**config.mk**
```make
export PLATFORM = sky130hd
export DESIGN_NAME = hyperbus_trans_arbiter
export DESIGN_NICKNAME = d
export VERILOG_FILES = /design/src/rtl/hyperbus_pkg.sv /design/src/rtl/rr_arb_sel.sv /design/src/rtl/hyperbus_trans_arbiter.sv
export SDC_FILE = /design/constraint.sdc
export NUM_CORES = 1
export LEC_CHECK = 0
export ABC_CLOCK_PERIOD_IN_PS = 2400
export BUFFER_PORTS_ARGS = -buffer_cell sky130_fd_sc_hd__buf_2
export CORE_MARGIN = 10
export CORE_UTILIZATION = 42
export CTS_CLUSTER_SIZE = 24
export DETAILED_ROUTE_END_ITERATION = 8
export GPL_TIMING_DRIVEN = 0
export HOLD_SLACK_MARGIN = 0.05
export PLACE_DENSITY = 0.78
export SLEW_MARGIN = 15
export SYNTH_ARGS = -nofsm -noshare
export SYNTH_HDL_FRONTEND = slang
export SYNTH_SLANG_ARGS = --single-unit
```
**constraint.sdc**
```tcl
create_clock -name clk_i -period 2.4 [get_ports clk_i]
set_input_delay 0.12 -clock clk_i [delete_from_list [all_inputs] [get_ports clk_i]]
set_output_delay 0.12 -clock clk_i [all_outputs]
set_load 0.05 [all_outputs]
```
**src/rtl/hyperbus_pkg.sv**
```systemverilog
// Shared types and default sizing for the HyperBus transaction arbiter.
package hyperbus_pkg;

  localparam int DEF_NR_REQ      = 2;
  localparam int DEF_BURST_WIDTH = 12;
  localparam int DEF_NR_CS       = 2;

  typedef enum logic [1:0] {
    ST_IDLE  = 2'd0,
    ST_ISSUE = 2'd1,
    ST_DATA  = 2'd2,
    ST_DONE  = 2'd3
  } arb_state_e;

endpackage

```
**src/rtl/rr_arb_sel.sv**
```systemverilog
// Round-robin selector: scans requesters starting after last_idx_i and
// returns the first active one as a one-hot grant and as an index.
module rr_arb_sel import hyperbus_pkg::*; #(
  parameter int NR_REQ = DEF_NR_REQ,
  parameter int IDX_W  = (NR_REQ > 1) ? $clog2(NR_REQ) : 1
) (
  input  logic [NR_REQ-1:0] req_i,
  input  logic [IDX_W-1:0]  last_idx_i,
  output logic [NR_REQ-1:0] grant_o,
  output logic [IDX_W-1:0]  idx_o
);

  logic             found;
  int               j;
  logic [IDX_W-1:0] jj;

  // Priority rotates so the requester right after the last winner is looked at first.
  always_comb begin
    grant_o = '0;
    idx_o   = '0;
    found   = 1'b0;
    j       = 0;
    jj      = '0;
    for (int i = 1; i <= NR_REQ; i++) begin
      j  = (int'(last_idx_i) + i) % NR_REQ;
      jj = IDX_W'(j);
      if (!found && req_i[jj]) begin
        found     = 1'b1;
        grant_o[jj] = 1'b1;
        idx_o     = jj;
      end
    end
  end

endmodule

```
**src/rtl/hyperbus_trans_arbiter.sv**
```systemverilog
// Arbitrates several HyperBus requesters onto one PHY: one transaction at a
// time, data channels steered to the winner until the burst completes.
//
// state    | meaning
// ---------+---------------------------------------------------------------
// ST_IDLE  | no owner; arbitrate as soon as any request is valid
// ST_ISSUE | present registered transaction to the PHY (burst 0: ack only)
// ST_DATA  | steer tx or rx data between winner and PHY, count beats down
// ST_DONE  | one-cycle gap; remember winner for the next round-robin pass
module hyperbus_trans_arbiter import hyperbus_pkg::*; #(
  parameter int NR_REQ      = DEF_NR_REQ,
  parameter int BURST_WIDTH = DEF_BURST_WIDTH,
  parameter int NR_CS       = DEF_NR_CS
) (
  input  logic                             clk_i,
  input  logic                             rst_i,
  input  logic [NR_REQ-1:0]                req_trans_valid_i,
  output logic [NR_REQ-1:0]                req_trans_ready_o,
  input  logic [NR_REQ-1:0][31:0]          req_trans_address_i,
  input  logic [NR_REQ-1:0][NR_CS-1:0]     req_trans_cs_i,
  input  logic [NR_REQ-1:0]                req_trans_write_i,
  input  logic [NR_REQ-1:0][BURST_WIDTH-1:0] req_trans_burst_i,
  input  logic [NR_REQ-1:0]                req_tx_valid_i,
  output logic [NR_REQ-1:0]                req_tx_ready_o,
  input  logic [NR_REQ-1:0][15:0]          req_tx_data_i,
  input  logic [NR_REQ-1:0][1:0]           req_tx_strb_i,
  output logic [NR_REQ-1:0]                req_rx_valid_o,
  input  logic [NR_REQ-1:0]                req_rx_ready_i,
  output logic [NR_REQ-1:0][15:0]          req_rx_data_o,
  output logic                             phy_trans_valid_o,
  input  logic                             phy_trans_ready_i,
  output logic [31:0]                      phy_trans_address_o,
  output logic [NR_CS-1:0]                 phy_trans_cs_o,
  output logic                             phy_trans_write_o,
  output logic [BURST_WIDTH-1:0]           phy_trans_burst_o,
  output logic                             phy_tx_valid_o,
  input  logic                             phy_tx_ready_i,
  output logic [15:0]                      phy_tx_data_o,
  output logic [1:0]                       phy_tx_strb_o,
  input  logic                             phy_rx_valid_i,
  output logic                             phy_rx_ready_o,
  input  logic [15:0]                      phy_rx_data_i,
  output logic [NR_REQ-1:0]                grant_o,
  output logic                             busy_o
);

  localparam int IDX_W = (NR_REQ > 1) ? $clog2(NR_REQ) : 1;

  arb_state_e             state_q;
  logic [IDX_W-1:0]       win_idx_q, last_idx_q, sel_idx;
  logic [NR_REQ-1:0]      win_oh_q, sel_oh;
  logic [31:0]            addr_q;
  logic [NR_CS-1:0]       cs_q;
  logic                   write_q;
  logic [BURST_WIDTH-1:0] burst_q, beat_cnt_q;
  logic                   burst_zero, trans_hs, data_hs;

  rr_arb_sel #(.NR_REQ(NR_REQ), .IDX_W(IDX_W)) u_sel (
    .req_i      (req_trans_valid_i),
    .last_idx_i (last_idx_q),
    .grant_o    (sel_oh),
    .idx_o      (sel_idx)
  );

  assign burst_zero          = (burst_q == '0);
  assign phy_trans_address_o = addr_q;
  assign phy_trans_cs_o      = cs_q;
  assign phy_trans_write_o   = write_q;
  assign phy_trans_burst_o   = burst_q;
  assign busy_o              = (state_q != ST_IDLE);
  assign grant_o             = busy_o ? win_oh_q : '0;

  // Handshake steering: only the winner sees the PHY, everyone else is held off.
  always_comb begin
    req_trans_ready_o = '0;
    req_tx_ready_o    = '0;
    req_rx_valid_o    = '0;
    req_rx_data_o     = '0;
    phy_trans_valid_o = 1'b0;
    phy_tx_valid_o    = 1'b0;
    phy_tx_data_o     = '0;
    phy_tx_strb_o     = '0;
    phy_rx_ready_o    = 1'b1;
    trans_hs          = 1'b0;
    data_hs           = 1'b0;
    case (state_q)
      ST_ISSUE: begin
        // A zero-length burst never reaches the PHY; it is acked straight away.
        phy_trans_valid_o = !burst_zero;
        trans_hs          = burst_zero || phy_trans_ready_i;
        req_trans_ready_o[win_idx_q] = trans_hs;
      end
      ST_DATA: begin
        if (write_q) begin
          phy_tx_valid_o            = req_tx_valid_i[win_idx_q];
          phy_tx_data_o             = req_tx_data_i[win_idx_q];
          phy_tx_strb_o             = req_tx_strb_i[win_idx_q];
          req_tx_ready_o[win_idx_q] = phy_tx_ready_i;
          data_hs                   = req_tx_valid_i[win_idx_q] && phy_tx_ready_i;
        end else begin
          req_rx_valid_o[win_idx_q] = phy_rx_valid_i;
          req_rx_data_o[win_idx_q]  = phy_rx_data_i;
          phy_rx_ready_o            = req_rx_ready_i[win_idx_q];
          data_hs                   = phy_rx_valid_i && req_rx_ready_i[win_idx_q];
        end
      end
      default: ;
    endcase
  end

  // Sequencer: capture winner, issue, count beats, then one-cycle DONE.
  always_ff @(posedge clk_i or posedge rst_i) begin
    if (rst_i) begin
      state_q    <= ST_IDLE;
      win_idx_q  <= '0;
      win_oh_q   <= '0;
      last_idx_q <= IDX_W'(NR_REQ - 1);
      addr_q     <= '0;
      cs_q       <= '0;
      write_q    <= 1'b0;
      burst_q    <= '0;
      beat_cnt_q <= '0;
    end else begin
      case (state_q)
        ST_IDLE: begin
          if (|req_trans_valid_i) begin
            win_idx_q <= sel_idx;
            win_oh_q  <= sel_oh;
            addr_q    <= req_trans_address_i[sel_idx];
            cs_q      <= req_trans_cs_i[sel_idx];
            write_q   <= req_trans_write_i[sel_idx];
            burst_q   <= req_trans_burst_i[sel_idx];
            state_q   <= ST_ISSUE;
          end
        end
        ST_ISSUE: begin
          if (trans_hs) begin
            if (burst_zero) begin
              state_q <= ST_DONE;
            end else begin
              beat_cnt_q <= burst_q;
              state_q    <= ST_DATA;
            end
          end
        end
        ST_DATA: begin
          if (data_hs) begin
            beat_cnt_q <= beat_cnt_q - BURST_WIDTH'(1);
            if (beat_cnt_q == BURST_WIDTH'(1)) state_q <= ST_DONE;
          end
        end
        ST_DONE: begin
          last_idx_q <= win_idx_q;
          state_q    <= ST_IDLE;
        end
        default: state_q <= ST_IDLE;
      endcase
    end
  end

endmodule

```
After elaboration in Yosys (flattened, before gate mapping)
Index checks and enable logic that the tools add are counted.
Widths: inputs -> output; s select.
{"block": "word_totals", "out_inout_bits": 109, "reg_bits": 65, "input_bits": 157, "elab_cells": 113}
{"block": "op_classes", "muxes": 63, "reduce_logical": 17, "bitwise_logic": 5, "n_eq_ne": 9, "addsub": 3, "magnitude_cmp": 7}
{"op": "$mux 32", "count": 4}
{"op": "$mux 16", "count": 5}
{"op": "$mux 12", "count": 5}
{"op": "$mux 2", "count": 18}
{"op": "$and 32x32->32", "count": 1}
{"op": "$mux 1", "count": 25}
{"op": "$pmux 12 s2", "count": 1}
{"op": "$demux 16 s1", "count": 1}
{"op": "$eq 12x1->1 const B", "count": 1}
{"op": "$logic_not 12->1", "count": 1}
{"op": "$sub 12x1->12 const B", "count": 1}
{"op": "$ne 2x2->1 const B", "count": 5}
{"op": "$lt 1x2->1 const B", "count": 4}
{"op": "$pmux 2 s4", "count": 1}
{"op": "$reduce_and 4->1", "count": 2}
{"op": "$and 2x2->2", "count": 3}
{"op": "$logic_and 1x1->1", "count": 6}
{"op": "$eq 2x2->1 const B", "count": 2}
{"op": "$reduce_bool 2->1", "count": 2}
{"op": "$demux 1 s1", "count": 3}
{"op": "$ge 1x1->1 const B", "count": 3}
{"op": "$add 1x1->1 const B", "count": 2}
{"op": "$eq 2x1->1 const B", "count": 1}
{"op": "$logic_not 1->1", "count": 2}
{"op": "5 further kinds", "count": 5}

Depth between registers and ports, before layout
Gate-level depths: netlist (run 1).
{"block": "depth", "depth_word": 9, "mapped_depth": 8, "depth_no_buf": 7}

Modules after synthesis
From an unflattened synthesis (run 1), not the netlist that was laid out.
{"block": "hier_totals", "hier_cells": 457, "hier_area_um2": 3953.8}
{"mod": "hyperbus_trans_arbiter", "area_per_inst_um2": 3927.5, "instances": 1, "cells_per_inst": 453}
{"mod": "rr_arb_sel", "area_per_inst_um2": 26.3, "instances": 1, "cells_per_inst": 4}

Worst setup path before layout (run 1)
OpenSTA, ideal clock, no wires.
{"block": "synth_path", "path_kind": "reg2out", "startpoint": "register state_q[0]", "endpoint": "output port phy_tx_data_o[10]", "slack_ps": 285, "arrival_ps": 1995, "stages_incl_launch_ff": 7, "cell_sequence": "dfrtp_1 -> inv_1 -> ha_1 -> buf_2 -> nand2_1 -> clkbuf_1 -> nor2_1"}
{"block": "synth_via", "elab_chain_cells": 2}
{"item": "start, declared", "line_no": "hyperbus_trans_arbiter.sv:49", "text": "arb_state_e state_q;"}
{"item": "start signal, assigned", "line_no": "hyperbus_trans_arbiter.sv:114", "text": "state_q <= ST_IDLE;"}
{"item": "start signal, assigned", "line_no": "hyperbus_trans_arbiter.sv:133", "text": "state_q <= ST_ISSUE;"}
{"item": "start signal, assigned", "line_no": "hyperbus_trans_arbiter.sv:139", "text": "state_q <= ST_DONE;"}
{"item": "$eq 2x2->1", "line_no": "hyperbus_trans_arbiter.sv:86", "text": "case (state_q)"}
{"item": "$mux 16", "line_no": "hyperbus_trans_arbiter.sv:86"}
{"item": "end, declared", "line_no": "hyperbus_trans_arbiter.sv:38", "text": "output logic [15:0] phy_tx_data_o,"}
Every way passes these cells.

Final worst setup path (run 1)
{"block": "layout_path", "startpoint": "register state_q[0]", "endpoint": "output port phy_tx_data_o[11]"}
The elaborated chain is that of the path after synthesis.

==> metrics.txt, run 1 <==
result of the run completed; Synth area leaders sky130_fd_sc_hd__dfrtp_1, sky130_fd_sc_hd__mux2i_1, sky130_fd_sc_hd__o21ai_0; P&R area growth vs syn 45.3%; origin of the worst setup path state_q[0]$_DFFE_PP0P_; final WL 14900 um; delay-heaviest family, CP buffers and inverters; Post-Syn Nets 592; slowest CP cell sky130_fd_sc_hd__dfrtp_1; count of endpoints failing hold in the final timing report 0; final setup slack of the worst path 0.125 ns; Worst path depth 7; detailed-route vias per instance 5.11; number of enable-type register cells in the synthesized netlist 0; arrival time at the worst endpoint 2.15 ns; stage delay of the slowest cell on the critical path 0.43 ns; routability-driven placement congestion ratio 0.830; flop and latch count out of synthesis 65; number of nets with antenna violations after detailed routing 0; Total Die Area 13600 um^2; antenna violations before repair 0; Std-Cell Core Area 9150 um^2; Final Util 0.621; iteration-0 DRC count of the detailed router 146; Worst Hold Path Cells 3; worst setup timing slack at the placement stage -0.0161 ns; sequential area share after synthesis 0.417; total power per unit cell area 1490 nW/um^2; cell leakage power 0.00309 uW; wire length on met3 1740 um; most common cell after layout, fill and taps aside sky130_fd_sc_hd__buf_2; Total Routing Usage GR 0.207; detailed-router iteration count before antenna repair 4; worst reg-to-reg path cell count 8; final count of negative-setup-slack endpoints 0; worst r2r src state_q[0]$_DFFE_PP0P_; element type at the critical path start flop; cells traversed along the worst timing path inv_1 -> ha_1 -> clkbuf_4 -> nand2_2 -> buf_2 -> nor2_1 -> buf_2; Chip Width 116 um; clock tree from TritonCTS yes; vias post-DR 4212; pin count of the biggest net entering global routing 60; fill cell count 807; critical path class flop to output port; Period Utilization, post-route 0.948; Port Buffers 265; leading register cell type out of synthesis sky130_fd_sc_hd__dfrtp_1; chip height 116 um; crit path max fanout 10; Hold Path Class input port to flop; highest attainable clock frequency 0.440 GHz; via count of the first global-routing pass 4491; mean area per synthesized cell 9.11 um^2; buffer levels on the longest clock path 2; ratio of cells with drive above 1 in the final layout 0.447; Critical Path Sink phy_tx_data_o[11]; IR drop worst, VDD 861 uV; pins over their slew limit 0; global-route wire length before repair 22300 um; number of violations of the max-capacitance limit 0; FFs w/ async S/R, synth 1.00; TritonCTS Buffers 9; post-synthesis instance area 3910 um^2; DRC violations left 0; Top cell by count, worst path sky130_fd_sc_hd__buf_2; Period minus WS final 2.27 ns; commonest cells after routing, fill and taps aside sky130_fd_sc_hd__buf_2, sky130_fd_sc_hd__mux2i_1, sky130_fd_sc_hd__dfrtp_1, sky130_fd_sc_hd__nand2_1, sky130_fd_sc_hd__o21ai_0; buffer type at the clock tree root sky130_fd_sc_hd__clkbuf_8; Clock Sinks 65; proportion of netlist area held by the largest area contributor 0.410; cell row count 35; sort of element at the end of the critical path output port; I/O Pins 266; clock-pin transition on the worst setup and hold timing paths 0.08 ns; half-perimeter wire length of the detailed placement result 12400 um; Final TNS setup 0 ns; warning count from the yosys run 0; # H-tree levels 3; effective utilization at floorplan 0.427; number of instances in the synthesized netlist 429; most area-hungry cell type in the Yosys netlist sky130_fd_sc_hd__dfrtp_1; highest signal layer in the routed design met4; clk_skew 0.0104 ns; met1 routed wirelength after detailed routing 5570 um; reg2reg setup slack 0.21 ns; total chip power 8490 uW; worst max-slew margin expressed relative to the limit 0.553; Req. time, crit path 2.28 ns; worst-margin pin slew 0.670 ns; critical register-to-register path endpoint phy_trans_address_o[23]$_DFFE_PP0P_; routed wire length per instance 18.0 um; wire length on met2 7430 um; Clk Latency, worst-skew pair 0.34 ns; Final #Nets 871; distinct cell type count after synthesis 44; buffers plus inverters on the worst setup path 4; remaining global-route overflow 0
==> worst register-to-register path, cell delays in order (launching register included) <==
cell	delay [ns]
sky130_fd_sc_hd__dfrtp_1	0.42
sky130_fd_sc_hd__inv_1	0.11
sky130_fd_sc_hd__ha_1	0.20
sky130_fd_sc_hd__buf_2	0.18
sky130_fd_sc_hd__o21ai_1	0.31
sky130_fd_sc_hd__clkbuf_2	0.35
sky130_fd_sc_hd__clkbuf_1	0.38
sky130_fd_sc_hd__nand2_1	0.09
sky130_fd_sc_hd__o21ai_0	0.10
==> Yosys cell counts, types with 2 or more instances <==
library cell                count
sky130_fd_sc_hd__a21oi_1       18
sky130_fd_sc_hd__a22o_1         6
sky130_fd_sc_hd__and2_1        34
sky130_fd_sc_hd__buf_1          2
sky130_fd_sc_hd__buf_2          9
sky130_fd_sc_hd__clkbuf_1      16
sky130_fd_sc_hd__dfrtp_1       64
sky130_fd_sc_hd__ha_1           6
sky130_fd_sc_hd__inv_1          9
sky130_fd_sc_hd__mux2_2         5
sky130_fd_sc_hd__mux2i_1       67
sky130_fd_sc_hd__nand2_1       62
sky130_fd_sc_hd__nand2b_1       2
sky130_fd_sc_hd__nand3_1        4
sky130_fd_sc_hd__nor2_1        31
sky130_fd_sc_hd__nor2b_1        3
sky130_fd_sc_hd__nor3_1         4
sky130_fd_sc_hd__nor4_1         2
sky130_fd_sc_hd__nor4_2         3
sky130_fd_sc_hd__o21ai_0       50
sky130_fd_sc_hd__o21ai_1        3
sky130_fd_sc_hd__o22ai_1        4
sky130_fd_sc_hd__o2bb2ai_1      2
sky130_fd_sc_hd__or3b_1         2
sky130_fd_sc_hd__xor2_1         2
==> cell families after synthesis <==
kind of cell    synth area share
buf+inv                   0.0432
compound gates             0.136
simple gates               0.192
mux                        0.186
flops                      0.417
fa+ha+maj                 0.0192
xor+xnor                 0.00673
==> report_power, final <==
group          internal, uW  switching (uW)
Sequential             1650             451
Combinational          1580            3930
Clock                   437             450
==> routing by layer <==
| metal | vias up | global-route usage |
|---|---|---|
| met5 | - | 0 |
| met4 | 0 | 0.0550 |
| met3 | 10 | 0.0853 |
| met2 | 200 | 0.368 |
| met1 | 1960 | 0.222 |
| li1 | 2042 | - |
==> timing repair <==
item | 4_1_cts | 5_1_grt
setup endpoints to repair | 58 | 47
setup buffers | 0 | 1
pin swaps | 0 | 2
hold buffers | 1 | 0
hold endpoints to repair | 64 | 0
resized for setup | 10 | 20
==> flip-flops by register name, indices dropped and copies added, names as in the netlist <==
signal	cells
phy_trans_address_o	32
win_idx_q	1
beat_cnt_q	12
phy_trans_write_o	1
phy_trans_burst_o	12
win_oh_q	2
phy_trans_cs_o	2
state_q	2
last_idx_q	1
==> area by class of cell <==
class | count | area (um^2) | area share
buffer | 29 | 146 | 0.0258
timing repair buffer | 268 | 1400 | 0.246
tap | 111 | 139 | 0.0245
antenna | 1 | 2.50 | 0.000441
multi-input combinational | 325 | 2140 | 0.376
sequential | 65 | 1630 | 0.287
inverter | 10 | 40.0 | 0.00705
clock buffer | 11 | 151 | 0.0267
clock inverter | 5 | 37.5 | 0.00661
==> worst min path at each step <==
stage	start	end	slack [ns]
after floorplan	req_trans_valid_i[0]	win_oh_q[0]$_DFFE_PP0P_	0.30
after global placement	req_trans_address_i[13]	phy_trans_address_o[13]$_DFFE_PP0P_	0.40
after detailed placement	rst_i	phy_trans_address_o[2]$_DFFE_PP0P_	0.02
after CTS	req_trans_address_i[5]	phy_trans_address_o[5]$_DFFE_PP0P_	0.06
after global routing	req_trans_address_i[4]	phy_trans_address_o[4]$_DFFE_PP0P_	0.06
final	req_trans_burst_i[6]	phy_trans_burst_o[6]$_DFFE_PP0P_	0.07
==> per-stage QoR <==
stage          cells  hold slack, ns  area (um^2)
2_1_floorplan    429           0.299         3910
3_3_place_gp     805           0.405         5370
3_5_place_dp     806          0.0213         5400
4_1_cts          823          0.0609         5630
5_1_grt          824          0.0611         5680
6_report         825          0.0679         5680
(Power assumes the default switching activity.)
==> run 2: changes to the inputs <==
--- a/config.mk
+++ b/config.mk
@@ -13,6 +13,7 @@
 export DETAILED_ROUTE_END_ITERATION = 8
 export GPL_TIMING_DRIVEN = 0
 export HOLD_SLACK_MARGIN = 0.05
+export MAX_ROUTING_LAYER = met4
 export PLACE_DENSITY = 0.78
 export SLEW_MARGIN = 15
 export SYNTH_ARGS = -nofsm -noshare
==> metrics.txt, run 2 (synthesized netlist as in run 1, its figures left out) <==
result of the run completed; Final #Nets 879 (+0.92%); worst-margin pin slew 0.647 ns (-0.0231 ns); remaining global-route overflow 0 (unchanged); Hold Path Class input port to flop; worst reg-to-reg path cell count 6 (-2); Total Routing Usage GR 0.220 (+0.0126); clk_skew 0.0126 ns (+0.00219 ns); I/O Pins 266 (unchanged); Clock power frac 0.112 (+0.008); chip height 116 um (unchanged); effective utilization at floorplan 0.427 (unchanged); worst max-slew margin expressed relative to the limit 0.569 (+0.0154); critical path class flop to output port; ratio of cells with drive above 1 in the final layout 0.447 (-0.000803); Chip Width 116 um (unchanged); most common cell after layout, fill and taps aside sky130_fd_sc_hd__buf_2; clock-pin transition on the worst setup and hold timing paths 0.08 ns (about the same); global-route wire length before repair 22800 um (+2.3%); net switching power figure 4850 uW (+0.53%); Flop pwr share 0.245 (-0.002); final count of negative-setup-slack endpoints 0 (unchanged); Port Buffers 265 (unchanged); iteration-0 DRC count of the detailed router 209 (+43%); count of endpoints failing hold in the final timing report 0 (unchanged); pins over their slew limit 0 (unchanged); highest attainable clock frequency 0.438 GHz (-0.32%); buffer type at the clock tree root sky130_fd_sc_hd__clkbuf_8; arrival time at the worst endpoint 2.16 ns (about the same); DRC violations left 0 (unchanged); antenna violations before repair 0 (unchanged); crit path max fanout 10 (unchanged); Period minus WS final 2.28 ns (+0.00732 ns); TritonCTS Buffers 9 (unchanged); part of the total power dissipated in combinational logic 0.644 (-0.004); total power per unit cell area 1490 nW/um^2 (about the same); buffer levels on the longest clock path 2 (unchanged); IR drop worst, VDD 867 uV (+0.72%); worst setup timing slack at the placement stage 0.0135 ns (+0.0296 ns); commonest cells after routing, fill and taps aside sky130_fd_sc_hd__buf_2, sky130_fd_sc_hd__mux2i_1, sky130_fd_sc_hd__dfrtp_1, sky130_fd_sc_hd__nand2_1, sky130_fd_sc_hd__o21ai_0; number of nets with antenna violations after detailed routing 0 (unchanged); routability-driven placement congestion ratio 0.842 (+1.4%); vias post-DR 4292 (+1.9%); worst r2r src last_idx_q$_DFFE_PP1N_; Final TNS setup 0 ns (unchanged); Clk Latency, worst-skew pair 0.35 ns (about the same); reg2reg setup slack 0.24 ns (+0.03 ns); Clock Sinks 65 (unchanged); via count of the first global-routing pass 4530 (+0.87%); clock tree from TritonCTS yes; Total Die Area 13600 um^2 (unchanged); finished layout cell area 5750 um^2 (+1.3%); cell leakage power 0.00314 uW (+1.6%); final setup slack of the worst path 0.118 ns (-0.00732 ns); number of flip-flops under the largest register name 32 (unchanged); detailed-router iteration count before antenna repair 4 (unchanged); Req. time, crit path 2.28 ns (about the same); # H-tree levels 3 (unchanged); final-layout worst hold slack 0.0582 ns (-0.00965 ns); element type at the critical path start flop; instance area after placement 5400 um^2 (unchanged); routed wire length per instance 18.2 um (+1.1%); detailed-route vias per instance 5.16 (+1.0%); pin count of the biggest net entering global routing 60 (unchanged); internal cell power 3750 uW (+2.4%); startpoint of the worst hold path req_trans_burst_i[18]; sort of element at the end of the critical path output port; Worst Hold Path Cells 3 (unchanged); fill cell count 797 (-1.2%); Std-Cell Core Area 9150 um^2 (unchanged); cell row count 35 (unchanged); terminating pin of the worst hold path phy_trans_burst_o[6]$_DFFE_PP0P_; net switching fraction of the power 0.564 (-0.00444); half-perimeter wire length of the detailed placement result 12400 um (-0.51%); diodes inserted 0 (-1); number of violations of the max-capacitance limit 0 (unchanged); final WL 15200 um (+1.9%); Period Utilization, post-route 0.951 (+0.00305); P&R area growth vs syn 47.2%; critical register-to-register path endpoint phy_trans_burst_o[5]$_DFFE_PP0P_
## run 2: cell types whose count changed in the layout (fill, tap and decap cells not counted), moves of 3 or more
cell | previous run | this run
sky130_fd_sc_hd__dlygate4sd3_1 | 1 | 7
sky130_fd_sc_hd__buf_2 | 263 | 270
sky130_fd_sc_hd__clkbuf_4 | 13 | 6
sky130_fd_sc_hd__buf_4 | 2 | 5
## run 2: worst max path at each step
stage | slack [ns] | endpoint | cells past startpoint | startpoint
floorplan | 0.29 | phy_tx_data_o[10] | 6 | state_q[0]$_DFFE_PP0P_
global placement | -0.12 | phy_trans_address_o[23]$_DFFE_PP0P_ | 2 | rst_i
detailed placement | 0.01 | req_rx_data_o[10] | 7 | state_q[0]$_DFFE_PP0P_
CTS | 0.002 | phy_trans_burst_o[2]$_DFFE_PP0P_ | 8 | state_q[0]$_DFFE_PP0P_
global route | -0.02 | req_rx_data_o[30] | 7 | state_q[0]$_DFFE_PP0P_
finish | 0.12 | req_tx_ready_o[0] | 7 | state_q[0]$_DFFE_PP0P_
## run 2: power groups by stage
stage	logic, uW	registers, uW	clock network [uW]
6_report	5530	2100	962
5_1_grt	5960	2180	1050
4_1_cts	5520	2100	987
3_5_place_dp	5450	2110	0
3_3_place_gp	5340	2070	0
2_1_floorplan	2780	3330	0
## run 2: area by class of cell
| class | instances | area (um^2) | share of cell area |
|---|---|---|---|
| clock inverter | 6 | 66.3 | 0.0115 |
| inverter | 10 | 40.0 | 0.00696 |
| buffer | 28 | 140 | 0.0244 |
| clock buffer | 10 | 138 | 0.0239 |
| tap | 111 | 139 | 0.0241 |
| sequential | 65 | 1630 | 0.283 |
| timing repair buffer | 277 | 1470 | 0.255 |
| multi-input combinational | 325 | 2140 | 0.371 |
## run 2: through the flow
step | instances | power (uW) | utilization
2_1_floorplan | 429 | 6110 | -
3_3_place_gp | 805 | 7410 | 0.587
3_5_place_dp | 806 | 7560 | 0.590
4_1_cts | 829 | 8610 | 0.624
5_1_grt | 832 | 9190 | 0.629
6_report | 832 | 8600 | 0.629
## run 2: layer usage
| metal | part of all wire | GRT usage | up-vias |
|---|---|---|---|
| met2 | 0.50 | 0.377 | 232 |
| met5 | 0 | - | - |
| met1 | 0.38 | 0.239 | 1977 |
| met3 | 0.098 | 0.0637 | 27 |
| met4 | 0.023 | 0.0751 | 0 |
| li1 | - | - | 2056 |
## run 2: repair_timing
action | in CTS | in global routing
buffers inserted | 0 | 4
resized for setup | 9 | 17
hold endpoints to repair | 68 | 0
setup endpoints to repair | 39 | 72
pin swaps | 0 | 2
hold buffers | 7 | 0
## run 2: critical path: stages, from the launching register on
cell                       delay [ns]
sky130_fd_sc_hd__dfrtp_1         0.42
sky130_fd_sc_hd__inv_1           0.11
sky130_fd_sc_hd__ha_1            0.25
sky130_fd_sc_hd__clkbuf_4        0.25
sky130_fd_sc_hd__buf_2           0.26
sky130_fd_sc_hd__nand3_1         0.14
sky130_fd_sc_hd__nor2_1          0.13
sky130_fd_sc_hd__buf_2           0.28
==> run 3: changes to the inputs <==
--- a/config.mk
+++ b/config.mk
@@ -15,6 +15,7 @@
 export HOLD_SLACK_MARGIN = 0.05
 export MAX_ROUTING_LAYER = met4
 export PLACE_DENSITY = 0.78
+export RECOVER_POWER = 25
 export SLEW_MARGIN = 15
 export SYNTH_ARGS = -nofsm -noshare
 export SYNTH_HDL_FRONTEND = slang
==> metrics.txt, run 3 (synthesized netlist as in run 1, its figures left out) <==
clock-pin transition on the worst setup and hold timing paths 0.09 ns (about the same); instance area after placement 5400 um^2 (unchanged); number of flip-flops under the largest register name 32 (unchanged); Clock Sinks 65 (unchanged); sort of element at the end of the critical path output port; diodes inserted 0 (unchanged); antenna violations before repair 0 (unchanged); Req. time, crit path 2.28 ns (about the same); vias post-DR 4258 (-0.79%); iteration-0 DRC count of the detailed router 179 (-14%); cell row count 35 (unchanged); cell leakage power 0.00313 uW (-0.41%); Clk Latency, worst-skew pair 0.35 ns (about the same); effective utilization at floorplan 0.427 (unchanged); half-perimeter wire length of the detailed placement result 12400 um (unchanged); IR drop worst, VDD 867 uV (about the same); routed wire length per instance 18.2 um (about the same); total power per unit cell area 1500 nW/um^2 (+0.31%); buffers plus inverters on the worst setup path 4 (unchanged); clock tree from TritonCTS yes; pin count of the biggest net entering global routing 60 (unchanged); Final #Nets 879 (unchanged); Total Routing Usage GR 0.220 (unchanged); worst-margin pin slew 1.46 ns (+0.813 ns); result of the run completed; commonest cells after routing, fill and taps aside sky130_fd_sc_hd__buf_2, sky130_fd_sc_hd__mux2i_1, sky130_fd_sc_hd__dfrtp_1, sky130_fd_sc_hd__nand2_1, sky130_fd_sc_hd__o21ai_0; number of nets with antenna violations after detailed routing 0 (unchanged); I/O Pins 266 (unchanged); routability-driven placement congestion ratio 0.842 (unchanged); Top cell by count, worst path sky130_fd_sc_hd__buf_2; most common cell after layout, fill and taps aside sky130_fd_sc_hd__buf_2; fill cell count 801 (+0.50%); arrival time at the worst endpoint 2.15 ns (about the same); buffer levels on the longest clock path 2 (unchanged); worst max-slew margin expressed relative to the limit 0.0271 (-0.542); P&R area growth vs syn 46.6%; number of violations of the max-capacitance limit 0 (unchanged); critical path class flop to output port; crit path max fanout 10 (unchanged); via count of the first global-routing pass 4530 (unchanged); pins over their slew limit 0 (unchanged); stage delay of the slowest cell on the critical path 0.42 ns (about the same); worst setup timing slack at the placement stage 0.0135 ns (unchanged); detailed-route vias per instance 5.12 (-0.79%); finished layout cell area 5730 um^2 (-0.41%); Total Die Area 13600 um^2 (unchanged); chip height 116 um (unchanged); global-route wire length before repair 22800 um (unchanged); element type at the critical path start flop; TritonCTS Buffers 9 (unchanged); Period minus WS final 2.27 ns (-0.0136 ns); detailed-router iteration count before antenna repair 4 (unchanged); Hold Path Class input port to flop; total chip power 8590 uW (-0.11%); final setup slack of the worst path 0.131 ns (+0.0136 ns); Period Utilization, post-route 0.945 (-0.00565); ratio of cells with drive above 1 in the final layout 0.447 (unchanged); buffer type at the clock tree root sky130_fd_sc_hd__clkbuf_8; final WL 15200 um (about the same); highest attainable clock frequency 0.441 GHz (+0.60%); delay-heaviest family, CP buffers and inverters; footprint of the multi-input gates 2140 um^2 (unchanged); final count of negative-setup-slack endpoints 0 (unchanged); remaining global-route overflow 0 (unchanged); # H-tree levels 3 (unchanged); clk_skew 0.0148 ns (+0.00224 ns); slowest CP cell sky130_fd_sc_hd__dfrtp_1; Port Buffers 265 (unchanged); count of endpoints failing hold in the final timing report 0 (unchanged); DRC violations left 0 (unchanged); Std-Cell Core Area 9150 um^2 (unchanged); Chip Width 116 um (unchanged); cells traversed along the worst timing path inv_1 -> ha_1 -> clkbuf_4 -> buf_2 -> nand3_1 -> nor2_1 -> buf_2; Register Area 1630 um^2 (unchanged)
==> run 3: changes by cell type in the layout (fill, tap and decap cells not counted) <==
cell | previous run | this run
sky130_fd_sc_hd__inv_4 | 1 | 0
sky130_fd_sc_hd__clkbuf_2 | 6 | 7
sky130_fd_sc_hd__clkinvlp_2 | 0 | 1
sky130_fd_sc_hd__buf_16 | 1 | 0
==> run 3: final cells by class <==
class	instances	share of cell area
inverter	10	0.00677
clock inverter	6	0.0116
sequential	65	0.284
clock buffer	10	0.0240
tap	111	0.0242
buffer	28	0.0245
multi-input combinational	325	0.373
timing repair buffer	277	0.252
==> run 3: worst paths after layout <==
kind | endpoint | cells after the start | slack [ns] | start
worst max-delay path | req_tx_ready_o[0] | 7 | 0.13 | state_q[0]$_DFFE_PP0P_
worst min-delay path | phy_trans_burst_o[6]$_DFFE_PP0P_ | 3 | 0.06 | req_trans_burst_i[18]
worst max register to register | phy_trans_burst_o[5]$_DFFE_PP0P_ | 6 | 0.25 | last_idx_q$_DFFE_PP1N_
worst min register to register | phy_trans_address_o[1]$_DFFE_PP0P_ | 2 | 0.48 | phy_trans_address_o[1]$_DFFE_PP0P_
max in group asynchronous | phy_trans_burst_o[10]$_DFFE_PP0P_ | 4 | 0.43 | rst_i
min in group asynchronous | phy_trans_address_o[2]$_DFFE_PP0P_ | 3 | 0.28 | rst_i
==> run 3: routing by layer <==
| metal | global-route usage | wire length, um |
|---|---|---|
| met1 | 0.239 | 5790 |
| met2 | 0.377 | 7580 |
| met3 | 0.0637 | 1460 |
| met5 | - | 0 |
| met4 | 0.0751 | 330 |
==> run 3: what timing repair did <==
action	in CTS	in global routing
setup endpoints to repair	39	72
hold endpoints to repair	68	0
buffers inserted	0	4
gates resized for setup	9	17
pin swaps	0	2
hold buffers	7	0
==> run 3: metrics by stage <==
step	hold WS, ns	TNS (ns)	instances	utilization
6_report	0.0592	0	832	0.626
5_1_grt	0.0658	-0.0361	832	0.626
4_1_cts	0.0506	0	829	0.624
3_5_place_dp	0.0229	0	806	0.590
3_3_place_gp	0.405	-7.44	805	0.587
2_1_floorplan	0.299	0	429	-
==> run 3: report_power, final <==
part / leakage (uW) / internal (uW) / switching [uW]
Combinational: 0.00224 / 1580 / 3940
Clock: 0.0000949 / 510 / 450
Sequential: 0.000797 / 1650 / 455
==> run 3: worst reg2reg max path: cells and delay by family, from the launching register on <==
family                 cells  cell delay, ns
buffers and inverters      3            1.20
flip-flops                 1            0.37
AO/OA/AOI/OAI              2            0.22
multiplexers               1            0.27
